==> src/rtl/shiftreg_rx.sv <==
// Serial-in, parallel-out word receiver (MSB first) with a valid/ready holding
// register and sticky overrun / framing-error flags.
`timescale 1ns/1ps
module shiftreg_rx #(
  parameter int WIDTH = 8,
  parameter int CW    = $clog2(WIDTH)
) (
  input  logic             clk,
  input  logic             reset,
  input  logic             sin,
  input  logic             sin_valid,
  input  logic             start,
  output logic [WIDTH-1:0] out,
  output logic             out_valid,
  input  logic             out_ready,
  output logic [CW-1:0]    cnt,
  output logic             overrun,
  output logic             align_err,
  input  logic             err_clr
);

  logic [WIDTH-2:0] sr_q, sr_d;
  logic [CW-1:0]    cnt_q, cnt_d;
  logic [WIDTH-1:0] out_q, out_d;
  logic             vld_q, vld_d;
  logic             ovr_q, ovr_d;
  logic             aln_q, aln_d;

  logic             acc_start, acc_shift, complete, drain;
  logic [WIDTH-1:0] word;

  assign acc_start = sin_valid && start;
  assign acc_shift = sin_valid && !start;
  assign complete  = acc_shift && (cnt_q == CW'(WIDTH - 1));
  assign drain     = vld_q && out_ready;
  assign word      = {sr_q, sin};

  always_comb begin
    sr_d  = sr_q;
    cnt_d = cnt_q;
    out_d = out_q;
    vld_d = vld_q;
    ovr_d = err_clr ? 1'b0 : ovr_q;
    aln_d = err_clr ? 1'b0 : aln_q;

    if (acc_start) begin
      // A start marker always opens a fresh word; any partial bits are dropped.
      sr_d    = '0;
      sr_d[0] = sin;
      cnt_d   = CW'(1);
      if (cnt_q != '0) aln_d = 1'b1;
    end else if (acc_shift) begin
      sr_d  = word[WIDTH-2:0];
      cnt_d = complete ? '0 : cnt_q + CW'(1);
    end

    if (complete && (!vld_q || out_ready)) begin
      out_d = word;
      vld_d = 1'b1;
    end else if (complete) begin
      ovr_d = 1'b1;
    end else if (drain) begin
      vld_d = 1'b0;
    end
  end

  always_ff @(posedge clk) begin
    if (reset) begin
      sr_q  <= '0;
      cnt_q <= '0;
      out_q <= '0;
      vld_q <= 1'b0;
      ovr_q <= 1'b0;
      aln_q <= 1'b0;
    end else begin
      sr_q  <= sr_d;
      cnt_q <= cnt_d;
      out_q <= out_d;
      vld_q <= vld_d;
      ovr_q <= ovr_d;
      aln_q <= aln_d;
    end
  end

  assign out       = out_q;
  assign out_valid = vld_q;
  assign cnt       = cnt_q;
  assign overrun   = ovr_q;
  assign align_err = aln_q;

endmodule
==> config.mk <==
export PLATFORM = sky130hd
export DESIGN_NAME = shiftreg_rx
export DESIGN_NICKNAME = d
export VERILOG_FILES = /design/src/rtl/shiftreg_rx.sv
export SDC_FILE = /design/constraint.sdc
export NUM_CORES = 1
export LEC_CHECK = 0
export CORE_UTILIZATION = 49
export DETAILED_ROUTE_END_ITERATION = 12
export GPL_ROUTABILITY_DRIVEN = 0
export GPL_TIMING_DRIVEN = 1
export PLACE_DENSITY = 0.77
export SLEW_MARGIN = 20
export SYNTH_ARGS = -nofsm -noshare
export SYNTH_HDL_FRONTEND = slang
export SYNTH_SLANG_ARGS = --single-unit
==> constraint.sdc <==
create_clock -name clk -period 1.6 [get_ports clk]
set_input_delay 0.16 -clock clk [delete_from_list [all_inputs] [get_ports clk]]
set_output_delay 0.16 -clock clk [all_outputs]
set_load 0.01 [all_outputs]
==> flow_summary.json, run 1 <==
{
  "rows": 15,
  "start_util": 0.546,
  "ctsResizeCount": 0,
  "path_cells": "buf_4, clkdlybuf4s50_1",
  "nets": 130,
  "hold_violations": 0,
  "drcViolationCount": 0,
  "synth_cell_types": 21,
  "num_vias": 700,
  "critPathKind": "reg -> out",
  "synth_top_cell_area_share": 0.427,
  "post_drt_via_cell_ratio": 4.86,
  "ctsLongestPathBuffers": 2,
  "whs_ps": 454,
  "synthTopCellsByCount": "24 x nand2b_1, 21 x dfxtp_1, 10 x mux2i_1",
  "p_leak_nw": 0.451,
  "worst_ir_drop_vdd_mv": 0.626,
  "max_clock_freq_ghz": 0.687,
  "dpl_worst_slack_ps": 81.6,
  "total_power_uw": 865,
  "crit_path_max_incr_delay_ps": 530,
  "wl_per_cell_um": 11.2,
  "die_h_um": 46.8,
  "die_w_um": 46.8,
  "yosysTopAreaCell": "dfxtp_1",
  "worstMarginPinSlew_ps": 245,
  "status": "finished clean",
  "grt_use_total": 0.171,
  "synth_edf_count": 0,
  "min_from": "sin",
  "place.port_buffers": 20,
  "rsz0062_at_grt": "false",
  "r2r_start": "cnt[1]",
  "drtIter0Drc": 6,
  "drv_cap": 0,
  "crit_path_max_fanout": 4,
  "synthFlopType": "dfxtp_1",
  "fin_ws_ps": 144,
  "die_area_um2": 2190,
  "pin_count": 21,
  "powerDensity_nw_per_um2": 700,
  "grt_pass1_wl_mm": 2.66,
  "yosysSeqAreaShare": 0.427,
  "end_kind": "output pin",
  "syn_nets": 107,
  "cts_max_level": 1,
  "antenna_found_initial": 0,
  "grt_max_degree": 30,
  "routed_wl_mm": 1.61,
  "cts_buffers": 3,
  "drv_slew": 0,
  "max_slew_margin": 0.837,
  "nFillCells": 167,
  "clock_sink_count": 21,
  "period_share": 0.910,
  "drive_gt1_frac": 0.109,
  "critPathSlowestCell": "clkdlybuf4s50_1",
  "fin_skew_ps": 4.72,
  "final_antenna_net_count": 0,
  "startpoint": "cnt[0]",
  "cts-root-buf": "clkbuf_4",
  "clkTransAtPathRegs_ps": 110,
  "core_um2": 1800,
  "gr-total-overflow": 0,
  "hpwl_mm": 1.13,
  "setup_viol": 0,
  "syn_to_final_growth_pct": 25.7,
  "hold_path_class": "in -> reg",
  "yosys-top-cells-area": "dfxtp_1 43%, nand2b_1 15%, mux2i_1 10%, nand3b_1 5.3%, a21oi_1 4.1%",
  "synth_area_um2": 983,
  "first_global_vias": 657,
  "synth_cells": 97,
  "avgSynthCellArea_um2": 10.1,
  "required_ps": 1440,
  "cp.arrival_ps": 1300,
  "async_flop_share": 0,
  "ys_ff_latch": 21,
  "firstDrtPassIters": 4,
  "yosysMostFrequentCell": "nand2b_1",
  "min_period_ps": 1460,
  "clkLatencyLatePin_ps": 290,
  "critPathLaunchType": "flip-flop",
  "tns_ps": 0,
  "cts_tree": "yes",
  "final_core_util": 0.686,
  "diodes": 0,
  "yosysWarnings": 0
}
[state kept, by name, summed over array words and instances, names as in the netlist]
name and cells:
out 8, sr_q 7, overrun 1, out_valid 1, align_err 1, cnt 3
[area by class of cell]
class	count	area, um2	area share
clock buffers	4	26.3	0.0213
repair buffers	25	250	0.202
flip-flops and latches	21	420	0.340
multi-input cells	66	497	0.402
well taps	25	31.3	0.0253
inverters	3	11.3	0.00911
[path summary, 6_finish.rpt]
path / depth (start not counted) / slack, ps / to
hold reg to reg: 2 / 480 / sr_q[6]
hold / removal: 3 / 450 / out[0]
setup / recovery: 2 / 140 / cnt[0]
setup reg to reg: 6 / 160 / out[4]
[worst max-delay path: cells and delay by family, from the launching register on]
kind / cells / cell delay [ps]
buffers and inverters: 2 / 660
flip-flops: 1 / 350
[through the flow]
step / instances / instance area, um2
after detailed placement: 139 / 1190
after CTS: 143 / 1220
after global routing: 144 / 1240
after floorplan: 97 / 983
after global placement: 139 / 1190
final: 144 / 1240
[cells in the final DEF (no fill, tap or decap)]
cell type | netlist | layout
nor2_2 | 1 | 1
inv_1 | 3 | 3
clkbuf_1 | 2 | 1
a32oi_1 | 1 | 1
nor2b_1 | 1 | 1
nand2b_1 | 24 | 24
a211oi_2 | 1 | 1
nand2b_4 | 1 | 1
clkbuf_4 | 0 | 3
nor2b_4 | 1 | 1
nor3b_1 | 1 | 1
ha_1 | 3 | 3
a21oi_1 | 8 | 8
nor2_1 | 5 | 5
mux2i_1 | 10 | 10
o2bb2ai_1 | 1 | 1
buf_4 | 0 | 4
clkdlybuf4s50_1 | 0 | 20
nand3b_1 | 7 | 7
nand3b_4 | 1 | 1
dfxtp_1 | 21 | 21
buf_12 | 0 | 1
[per-layer routing]
| layer | track usage | vias to the layer above | wire length (um) |
|---|---|---|---|
| li1 | - | 365 | - |
| met1 | 0.204 | 324 | 738 |
| met2 | 0.300 | 9 | 812 |
| met3 | 0.0346 | 2 | 46 |
| met4 | 0.0686 | 0 | 14 |
| met5 | 0 | - | 0 |
[cell families after synthesis]
family,count (synthesis),synth area share
adder cells (fa/ha/maj),3,0.0382
buffers and inverters,10,0.0674
AO/OA/AOI/OAI,11,0.0712
multiplexers,10,0.102
flip-flops,21,0.427
AND/OR/NAND/NOR,42,0.294
[power by group]
part | switching, mW | internal (mW)
sequential | 0.00406 | 0.529
clock | 0.150 | 0.0968
combinational | 0.0363 | 0.0496
[repair_timing]
item,CTS,global route
buffers inserted,0,1
hold buffers,0,0
endpoints found under the setup margin,0,8
(Power assumes the default switching activity.)
==> run 2, diff against run 1 <==
Settings changed: PLACE_DENSITY 0.77 to 0.83, SKIP_LAST_GASP set to 1.
==> run 2 against run 1 <==
Die area is the same. Global-route usage grew 0.78 points. Critical endpoint unchanged. Count of clock-buffer cells in the layout is the same. Combinational power grew 3.1%.
==> flow_summary.json, run 2 (synthesis gave the netlist of run 1 again) <==
{
  "drtIter0Drc": 11,
  "grt_pass1_wl_mm": 2.76,
  "setup_viol": 0,
  "fin_skew_ps": 3.84,
  "gr-total-overflow": 0,
  "hold_violations": 0,
  "status": "finished clean",
  "fin_ws_ps": 132,
  "max_clock_freq_ghz": 0.681,
  "max_slew_margin": 0.837,
  "r2r-end": "out[3]",
  "critPathLaunchType": "flip-flop",
  "ctsLongestPathBuffers": 2,
  "critPathSlowestCell": "clkdlybuf4s50_1",
  "die_h_um": 46.8,
  "crit_path_max_fanout": 4,
  "drcViolationCount": 0,
  "cts_tree": "yes",
  "grt_use_total": 0.179,
  "tns_ps": 0,
  "end_kind": "output pin",
  "layout_commonest_cell": "nand2b_1",
  "min_period_ps": 1470,
  "rows": 15,
  "clkTransAtPathRegs_ps": 110,
  "diodes": 0,
  "startpoint": "cnt[0]",
  "largest_reg_flops": 8,
  "place.port_buffers": 20,
  "dpl_worst_slack_ps": 76.2,
  "p_leak_nw": 0.451,
  "placed_area_um2": 1190,
  "core_um2": 1800,
  "setup.worst_path.end": "cnt[0]",
  "cts_max_level": 1,
  "firstDrtPassIters": 4,
  "ff2ff_path_depth": 6,
  "hpwl_mm": 1.18,
  "critPathKind": "reg -> out",
  "layout_common_cells": "24 x nand2b_1, 21 x dfxtp_1, 20 x clkdlybuf4s50_1",
  "clkLatencyLatePin_ps": 290,
  "r2r_start": "cnt[1]",
  "first_global_vias": 619,
  "path_cells": "buf_4, clkdlybuf4s50_1",
  "regToRegSetupSlack_ps": 160,
  "routed_wl_mm": 1.73,
  "wl_per_cell_um": 12.0,
  "crit_path_max_incr_delay_ps": 530,
  "final_area_um2": 1240,
  "powerDensity_nw_per_um2": 700,
  "required_ps": 1440,
  "clock_sink_count": 21,
  "drv_slew": 0,
  "syn_to_final_growth_pct": 25.7,
  "nFillCells": 160,
  "post_drt_via_cell_ratio": 4.93,
  "cts_hold_buffers": 0,
  "start_util": 0.546,
  "worstMarginPinSlew_ps": 244,
  "drv_cap": 0,
  "grt_max_degree": 30,
  "final_antenna_net_count": 0,
  "hold_path_class": "reg -> reg",
  "nets": 130,
  "final_core_util": 0.686,
  "worst_ir_drop_vdd_mv": 0.486,
  "period_share": 0.917,
  "cts-root-buf": "clkbuf_4",
  "rsz0062_at_grt": "false",
  "cp.arrival_ps": 1310,
  "finalNonFillerCells": 144,
  "die_w_um": 46.8,
  "cts_buffers": 3,
  "num_vias": 710,
  "dp.cells": 139,
  "drive_gt1_frac": 0.109,
  "ctsResizeCount": 0,
  "pin_count": 21,
  "antenna_found_initial": 0,
  "die_area_um2": 2190
}
## run 2: cell counts in the layout (fill, tap and decap cells not counted)
Identical to the previous run, type by type.
## run 2: worst min-delay path by stage
stage	start	to	slack, ps	cells past startpoint
after floorplan	sin	sr_q[0]	310	2
after global placement	sr_q[6]	sr_q[6]	460	2
after detailed placement	out[5]	out[5]	460	2
after CTS	sin	out[0]	480	3
after global routing	sin	out[0]	490	3
final	out[5]	out[5]	480	2
## run 2: per-layer routing
| layer | GRT usage | up-vias | part of all wire |
|---|---|---|---|
| li1 | - | 364 | - |
| met3 | 0.0346 | 2 | 0.036 |
| met4 | 0.0686 | 0 | 0.0081 |
| met2 | 0.300 | 16 | 0.50 |
| met5 | 0 | - | 0 |
| met1 | 0.226 | 328 | 0.46 |
## run 2: where the power goes
group	internal, mW	switching (mW)	total, mW
clock network	0.0969	0.147	0.244
registers	0.529	0.00433	0.533
logic	0.0498	0.0388	0.0886
total	0.675	0.190	0.866
## run 2: critical path, delay by kind of cell, from the launching register on
kind                   cells  cell delay (ps)
buffers and inverters      2              660
flip-flops                 1              350
## run 2: metrics by stage
| stage | total power [mW] | hold slack [ps] |
|---|---|---|
| CTS | 0.877 | 476 |
| global placement | 0.631 | 456 |
| global route | 0.915 | 493 |
| detailed placement | 0.634 | 462 |
| floorplan | 0.600 | 307 |
| finish | 0.866 | 477 |
## run 2: repair_timing
action / in CTS / in global routing
hold endpoints to repair: 0 / 0
setup endpoints to repair: 0 / 8
setup buffers: 0 / 1
## run 2: layout make-up
type	instances	area, um2	area share
Multi-Input combinational cell	66	497	0.402
Sequential cell	21	420	0.340
Timing Repair Buffer	25	250	0.202
Tap cell	25	31.3	0.0253
Clock buffer	4	26.3	0.0213
Inverter	3	11.3	0.00911
